[config.mk]
export PLATFORM = sky130hd
export DESIGN_NAME = if_fetch_ctrl_flat
export DESIGN_NICKNAME = d
export VERILOG_FILES = /design/src/rtl/if_fetch_ctrl_pkg.sv /design/src/rtl/if_fetch_ctrl_if.sv /design/src/rtl/if_fetch_ctrl.sv /design/src/flat_wrapper.sv
export SDC_FILE = /design/constraint.sdc
export NUM_CORES = 1
export LEC_CHECK = 0
export BUFFER_PORTS_ARGS = -buffer_cell sky130_fd_sc_hd__buf_4
export CORE_ASPECT_RATIO = 0.9
export CORE_MARGIN = 1.5
export CORE_UTILIZATION = 54
export CTS_BUF_LIST = sky130_fd_sc_hd__clkbuf_8
export CTS_CLUSTER_DIAMETER = 200
export DETAILED_ROUTE_END_ITERATION = 16
export GPL_ROUTABILITY_DRIVEN = 0
export PLACE_DENSITY = 0.85
export SLEW_MARGIN = 5
export SYNTH_ARGS = -nofsm -noshare
export SYNTH_HDL_FRONTEND = slang
export SYNTH_SLANG_ARGS = --single-unit
[constraint.sdc]
create_clock -name clk -period 5.4 [get_ports clk]
set_input_delay 0.81 -clock clk [delete_from_list [all_inputs] [get_ports clk]]
set_output_delay 0.81 -clock clk [all_outputs]
set_load 0.02 [all_outputs]
[src/rtl/if_fetch_ctrl_pkg.sv]
// Shared constants, state encoding and bus layouts for the instruction-fetch controller.
package if_fetch_ctrl_pkg;

    localparam logic [31:0] RESET_PC       = 32'hBFC0_0000;
    localparam logic [31:0] EXC_ENTER_ADDR = 32'hBFC0_0380;

    localparam int IF_ID_W = 65;
    localparam int JBR_W   = 33;
    localparam int EXC_W   = 33;

    typedef enum logic [1:0] {
        S_REQ  = 2'd0,
        S_WAIT = 2'd1,
        S_HOLD = 2'd2
    } fetch_state_t;

    typedef struct packed {
        logic        fetch_error;
        logic [31:0] pc;
        logic [31:0] inst;
    } if_id_t;

    typedef struct packed {
        logic        valid;
        logic [31:0] pc;
    } redir_t;

endpackage

[src/rtl/if_fetch_ctrl_if.sv]
// Instruction-memory request/response handshake between fetch (master) and memory (slave).
interface if_fetch_ctrl_if;
    logic        inst_req;
    logic [31:0] inst_addr;
    logic        inst_addr_ok;
    logic        inst_data_ok;
    logic [31:0] inst_rdata;

    modport master (
        output inst_req, inst_addr,
        input  inst_addr_ok, inst_data_ok, inst_rdata
    );

    modport slave (
        input  inst_req, inst_addr,
        output inst_addr_ok, inst_data_ok, inst_rdata
    );
endinterface

[src/rtl/if_fetch_ctrl.sv]
// IF stage: owns the PC, keeps one fetch outstanding, buffers one instruction for decode
// and squashes in-flight fetches after exception/branch redirects.
module if_fetch_ctrl #(
    parameter logic [31:0] RESET_PC = if_fetch_ctrl_pkg::RESET_PC
) (
    input  logic                                 clk,
    input  logic                                 resetn,
    input  logic [if_fetch_ctrl_pkg::EXC_W-1:0]   exc_bus,
    input  logic [if_fetch_ctrl_pkg::JBR_W-1:0]   jbr_bus,
    input  logic                                 id_allow_in,
    if_fetch_ctrl_if.master                      imem,
    output logic                                 IF_over,
    output logic [if_fetch_ctrl_pkg::IF_ID_W-1:0] IF_ID_bus,
    output logic [31:0]                          IF_pc
);
    import if_fetch_ctrl_pkg::*;

    fetch_state_t state_r, state_nx;
    logic [31:0]  pc_r, pc_nx;
    logic         drop_r, drop_nx;
    if_id_t       buf_r, buf_nx;

    redir_t       exc, jbr;
    logic         redir, misaligned, req_fire;
    logic [31:0]  target;

    assign exc        = exc_bus;
    assign jbr        = jbr_bus;
    assign redir      = exc.valid | jbr.valid;
    assign target     = exc.valid ? exc.pc : jbr.pc;
    assign misaligned = pc_r[1:0] != 2'b00;
    assign req_fire   = imem.inst_req & imem.inst_addr_ok;

    always_ff @(posedge clk or negedge resetn) begin
        if (!resetn) begin
            state_r <= S_REQ;
            pc_r    <= RESET_PC;
            drop_r  <= 1'b0;
            buf_r   <= '0;
        end else begin
            state_r <= state_nx;
            pc_r    <= pc_nx;
            drop_r  <= drop_nx;
            buf_r   <= buf_nx;
        end
    end

    always_comb begin
        state_nx = state_r;
        pc_nx    = pc_r;
        drop_nx  = drop_r;
        buf_nx   = buf_r;
        unique case (state_r)
            S_REQ: begin
                if (redir) begin
                    pc_nx = target;
                    // An accepted request still owes us data; wait it out and discard it.
                    if (req_fire) begin
                        state_nx = S_WAIT;
                        drop_nx  = 1'b1;
                    end
                end else if (misaligned) begin
                    buf_nx   = {1'b1, pc_r, 32'd0};
                    state_nx = S_HOLD;
                end else if (req_fire) begin
                    state_nx = S_WAIT;
                end
            end
            S_WAIT: begin
                if (imem.inst_data_ok) begin
                    drop_nx = 1'b0;
                    if (redir) begin
                        pc_nx    = target;
                        state_nx = S_REQ;
                    end else if (drop_r) begin
                        state_nx = S_REQ;
                    end else begin
                        buf_nx   = {1'b0, pc_r, imem.inst_rdata};
                        state_nx = S_HOLD;
                    end
                end else if (redir) begin
                    // Stay here so only one request is ever in flight.
                    pc_nx   = target;
                    drop_nx = 1'b1;
                end
            end
            S_HOLD: begin
                if (redir) begin
                    pc_nx    = target;
                    state_nx = S_REQ;
                end else if (id_allow_in) begin
                    pc_nx    = pc_r + 32'd4;
                    state_nx = S_REQ;
                end
            end
            default: state_nx = S_REQ;
        endcase
    end

    assign imem.inst_req  = resetn & (state_r == S_REQ) & ~misaligned;
    assign imem.inst_addr = pc_r;
    assign IF_over        = state_r == S_HOLD;
    assign IF_ID_bus      = buf_r;
    assign IF_pc          = pc_r;

endmodule
[src/flat_wrapper.sv]
// flat-port wrapper written by rule: the top's interface ports become plain ports
module if_fetch_ctrl_flat import if_fetch_ctrl_pkg::*;
#(
    parameter logic [31:0] RESET_PC = if_fetch_ctrl_pkg::RESET_PC
)
  (clk, resetn, exc_bus, jbr_bus, id_allow_in, IF_over, IF_ID_bus, IF_pc, imem_inst_req, imem_inst_addr, imem_inst_addr_ok, imem_inst_data_ok, imem_inst_rdata);
  if_fetch_ctrl_if imem_i ();
  input  logic clk;
  input  logic resetn;
  input  logic [if_fetch_ctrl_pkg::EXC_W-1:0] exc_bus;
  input  logic [if_fetch_ctrl_pkg::JBR_W-1:0] jbr_bus;
  input  logic id_allow_in;
  output logic IF_over;
  output logic [if_fetch_ctrl_pkg::IF_ID_W-1:0] IF_ID_bus;
  output logic [31:0] IF_pc;
  output wire logic [$bits(imem_i.inst_req)-1:0] imem_inst_req;
  output wire logic [$bits(imem_i.inst_addr)-1:0] imem_inst_addr;
  input wire logic [$bits(imem_i.inst_addr_ok)-1:0] imem_inst_addr_ok;
  input wire logic [$bits(imem_i.inst_data_ok)-1:0] imem_inst_data_ok;
  input wire logic [$bits(imem_i.inst_rdata)-1:0] imem_inst_rdata;
  assign imem_inst_req = imem_i.inst_req;
  assign imem_inst_addr = imem_i.inst_addr;
  assign imem_i.inst_addr_ok = imem_inst_addr_ok;
  assign imem_i.inst_data_ok = imem_inst_data_ok;
  assign imem_i.inst_rdata = imem_inst_rdata;
  if_fetch_ctrl #(.RESET_PC(RESET_PC)) u_core (.clk(clk), .resetn(resetn), .exc_bus(exc_bus), .jbr_bus(jbr_bus), .id_allow_in(id_allow_in), .imem(imem_i), .IF_over(IF_over), .IF_ID_bus(IF_ID_bus), .IF_pc(IF_pc));
endmodule
* Yosys cells after proc, flatten, opt, wreduce, memory -nomap -nowiden
Index checks and enable logic that the tools add are counted.
W data, S select, Z words.
** Word-level totals
- Register bits after elaboration :: 100
- Input port bits :: 103
- Output and inout bits :: 131
- Logic and storage cells :: 58
** Cells by class
- $add $sub $neg :: 1
- Equality and inequality tests :: 12
- Mux-type cells :: 25
- Bitwise operators :: 5
- Reduce and logical (&&, ||, !) cells :: 9
** Operators by type and width (count)
- $mux W65 :: 5
- $pmux W65 S2 :: 1
- $mux W32 :: 4
- $pmux W32 S2 :: 1
- $add A32 B3 Y32 const B :: 1
- $mux W2 :: 8
- $ne A2 B1 Y1 const B :: 4
- $ne A2 B2 Y1 const B :: 4
- $ne A3 B2 Y1 const B :: 2
- $pmux W2 S3 :: 1
- $reduce_and A6 Y1 :: 1
- $reduce_bool A2 Y1 :: 3
- $mux W1 :: 4
- $reduce_and A4 Y1 :: 1
- $and A1 B1 Y1 :: 3
- $reduce_and A3 Y1 :: 1
- $eq A2 B1 Y1 const B :: 1
- $eq A2 B2 Y1 const B :: 1
- $logic_not A2 Y1 :: 1
- $pmux W1 S2 :: 1
- $reduce_and A2 Y1 :: 1
- $reduce_or A2 Y1 :: 1
- $not A1 Y1 :: 1
- $or A1 B1 Y1 :: 1

* Depth between registers and ports, before layout
- Depth after elaboration :: 8
- Depth in mapped cells :: 8
- Mapped depth without buffers :: 5

* Least setup slack after synthesis
No wires, ideal clock.
- Path type :: input to register
- Start :: input exc_bus[32] in the netlist's numbering
- End :: register u_core.pc_r[30] (netlist: u_core.IF_pc[30])
- Library setup time :: 0.128 ns
- Data arrival time :: 2.368 ns
- Data required time :: 5.272 ns
- Setup slack :: 2.904 ns
- Stages on the path :: 6
- Path buffers :: 2
- Path through :: clkbuf_1 -> or4b_1 -> clkbuf_1 -> or4_1 -> o31ai_1 -> a21oi_1
** Between the ends
- Word-level cells in the longest chain between the ends :: 3
- Elaborated cells between the ends (all ways) :: 8
- Those cells by class :: eq/ne (2); mux (4); bitwise (1); reduce/logical (1)
** RTL lines
- start, declared :: line flat_wrapper.sv:10 : input logic [if_fetch_ctrl_pkg::EXC_W-1:0] exc_bus;
- $or A1 B1 Y1 / $mux W32 (equally long branches) :: line if_fetch_ctrl.sv:29, if_fetch_ctrl.sv:30
- $ne A3 B2 Y1 (no line) (tied with other cells)
- $reduce_and A3 Y1 (no line) / $pmux W32 S2 (equally long branches)
- end signal, assigned :: line if_fetch_ctrl.sv:42 : pc_r <= pc_nx;
- end, declared :: line if_fetch_ctrl.sv:19 : logic [31:0] pc_r, pc_nx;
Parallel ways exist; a longest one is shown, timed or not. The select of a mux whose other input is x is not followed.
A chain may end at the register's enable or synchronous reset.

* Worst setup path in the final report
- Start :: input exc_bus[32] in the netlist's numbering
- End :: register u_core.buf_r, in the netlist u_core.IF_ID_bus[42]
** Between the ends
- Word-level cells in the longest chain between the ends :: 3
- Elaborated cells between the ends (all ways) :: 4
- Those cells by class :: eq/ne (2); bitwise (1); reduce/logical (1)
** RTL lines
- $or A1 B1 Y1 (*) :: line if_fetch_ctrl.sv:29 : assign redir = exc.valid | jbr.valid;
- $ne A2 B2 Y1 (no line)
- $reduce_and A6 Y1 (no line) (*)
- end signal, assigned :: line if_fetch_ctrl.sv:44 : buf_r <= buf_nx;
- end, declared :: line if_fetch_ctrl.sv:21 : if_id_t buf_r, buf_nx;
Mark *: on every way between the ends. The rest lies on a longest branch, timed or not.

==> reports/summary.txt <==
Status: complete, no violations
Clk slew on worst S/H paths: 0.10 ns
Sink Count: 100
CTS tree: yes
Area Growth Syn to Fin: 26.80%
Initial cell density of the core: 0.5648
Prevailing post-synth register cell: dfrtp_1
Horiz. Die Dim: 109.9 µm
Post-CTS Resized: 0
Syn_nets: 650
Synth cell types: 57
Routed len/inst: 18.49 µm
Headroom to the max-slew limit: 0.1483
Max-Cap Viols: 0
Setup Viol. Count Final: 0
CTS H-tree depth: 3
Post-place setup slack: 2.196 ns
First-pass DRT Iterations: 5
CP arrival: 3.09 ns
Post-DRT Antenna Nets: 0
FMAX: 352.0 MHz
Least-Margin Pin Slew: 1.273 ns
Crit path kind: input pin to register
Port Buf Inserts: 233
Die Area: 10900 µm²
Register area share after synthesis: 0.4529
Hold Crit Class: input pin to asynchronous set/reset pin
Most frequent cells in the layout: 237 x buf_4, 91 x dfrtp_1, 37 x nand2_1
IR drop worst, VDD: 0.2339 mV
Avg Cell Area, Syn: 10.17 µm²
TNS Setup: 0 ns
Layout cells sized above 1: 0.3928
First-pass GRT wire length: 23.63 mm
Antenna diodes: 0
Power per cell area: 335.9 nW/µm²
Synthesized flop and latch total: 100
Post-synth EDFFs: 0
Cts hold-fix bufs: 0
Static Leak: 0.003287 µW
Maximum clock path buffer count: 2
Unrepaired setup endpoints after global routing: false
Initial DRC Count: 395
Clk_skew: 0.01019 ns
Critical Path Sink Type: register
Synth warn: 0
Largest net degree at the start of global routing: 69
Critical Path Start Type: input pin
Vias in the first global route: 4745
CTS Buf Count: 9
Initial antenna violation count: 0
Core area: 9827 µm²
Root Driver: clkbuf_8
Tmin final: 2.841 ns
Gr ovfl total: 0
Final WL: 15.18 mm
Via count: 4995
PnR worst setup slack: 2.559 ns
Die Height: 99.18 µm
Post-CTS Repair Setup Buffers: 0
Total Routing Usage GR: 0.2768
Mapped Cells: 546
Final Slew Violations: 0
Async S/R FF share, synth: 1.000
Hpwl dp: 11.00 mm
Mapped cell area: 5550 µm²
CP max FO: 45
I/O pin count: 234
Fin nets: 794
Vias per cell: 6.084
Fin. Hold Viols: 0
Drc violations: 0
Tcrit/Tclk final: 0.5261
Commonest non-fill, non-tap cell in the layout: buf_4
Number of fill cells: 741
CP required: 5.65 ns
Std-Cell Rows: 34
Clk Latency, worst-skew pair: 0.36 ns
-- metrics by stage --
step                area, µm²  cells  hold slack (ns)  utilization  power, µW
floorplan                5550    546           0.4510            -       1572
global placement         6847    805           0.4628       0.6967       1893
detailed placement       6847    805           0.4685       0.6967       1920
CTS                      7033    821           0.3722       0.7157       2375
global route             7038    821           0.3994       0.7162       2475
finish                   7038    821           0.3635       0.7162       2364
-- per-layer routing --
metal / global-route usage / wire length, µm / vias up
li1: - / - / 2250
met1: 0.3734 / 6147 / 2453
met2: 0.4529 / 7479 / 263
met3: 0.05570 / 1226 / 29
met4: 0.07992 / 325 / 0
met5: 0 / 0 / -
-- final timing paths --
kind,startpoint,endpoint,slack (ns),cells after the start
max,exc_bus[32],u_core.IF_ID_bus[42],2.56,5
min,resetn,u_core.IF_ID_bus[46],0.36,1
max reg2reg,u_core.IF_pc[2],u_core.IF_pc[28],2.81,5
min reg2reg,u_core.drop_r,u_core.drop_r,0.49,1
max in group asynchronous,resetn,u_core.IF_ID_bus[43],3.81,2
min in group clk,u_core.drop_r,u_core.drop_r,0.49,1
-- registers in the layout (all words and copies together) (netlist names) --
signal,count
u_core.drop_r,1
u_core.IF_ID_bus,65
u_core.state_r,2
u_core.IF_pc,32
-- cell usage after synthesis (3+ instances only) --
cell type  instances  share of area
dfrtp_1           91           0.41
buf_4             65          0.088
nand2_1           37          0.025
a22o_1            32          0.050
clkbuf_1          29          0.020
mux2_1            29          0.059
a21oi_1           24          0.022
mux2i_1           23          0.041
nor2_1            19          0.013
nand3_1           16          0.014
nand4_1           14          0.016
nor3_1            12          0.011
nor4_1            11          0.012
dfstp_2            9          0.043
o21ai_1            9         0.0081
a211oi_1           8          0.011
nor2b_1            8         0.0090
buf_2              7         0.0063
or4_1              7         0.0095
o211ai_1           6         0.0081
o21ai_0            6         0.0054
and2_1             5         0.0056
inv_1              5         0.0034
mux2_2             5          0.010
o22a_1             5         0.0079
o31ai_1            5         0.0068
a22oi_1            4         0.0054
a311oi_1           4         0.0063
a31oi_1            4         0.0045
o311ai_1           4         0.0063
or2_1              4         0.0045
a2bb2oi_1          3         0.0047
and3_1             3         0.0034
o22ai_1            3         0.0034
-- kinds of logic (layout without fill, tap and decap cells) --
kind of cell	count (synthesis)	after routing	share of synthesized area
and+or+nand+nor	149	149	0.1422
AOI/OAI and AO/OA	130	130	0.1716
adders and majority gates	1	1	0.002254
muxes	57	57	0.1105
DFF	100	100	0.4529
buffers and inverters	109	258	0.1206
-- area by class of cell --
| class | instances | area (µm²) | area share |
|---|---|---|---|
| Sequential cell | 100 | 2514 | 0.3572 |
| Multi-Input combinational cell | 337 | 2382 | 0.3385 |
| Clock inverter | 6 | 48.80 | 0.006933 |
| Tap cell | 126 | 157.7 | 0.02240 |
| Inverter | 5 | 18.77 | 0.002667 |
| Clock buffer | 10 | 137.6 | 0.01956 |
| Timing Repair Buffer | 237 | 1779 | 0.2528 |
-- worst max-delay path, stage by stage --
cell and delay (ns):
buf_4 0.47, or3_1 0.29, a21o_2 0.62, buf_4 0.50, mux2_1 0.37
-- power by group --
| group | leakage (µW) | switching [µW] | internal [µW] |
|---|---|---|---|
| Clock | 0.0000962 | 275 | 186 |
| Combinational | 0.00196 | 460 | 394 |
| Sequential | 0.00123 | 146 | 904 |
(Power assumes the default switching activity.)
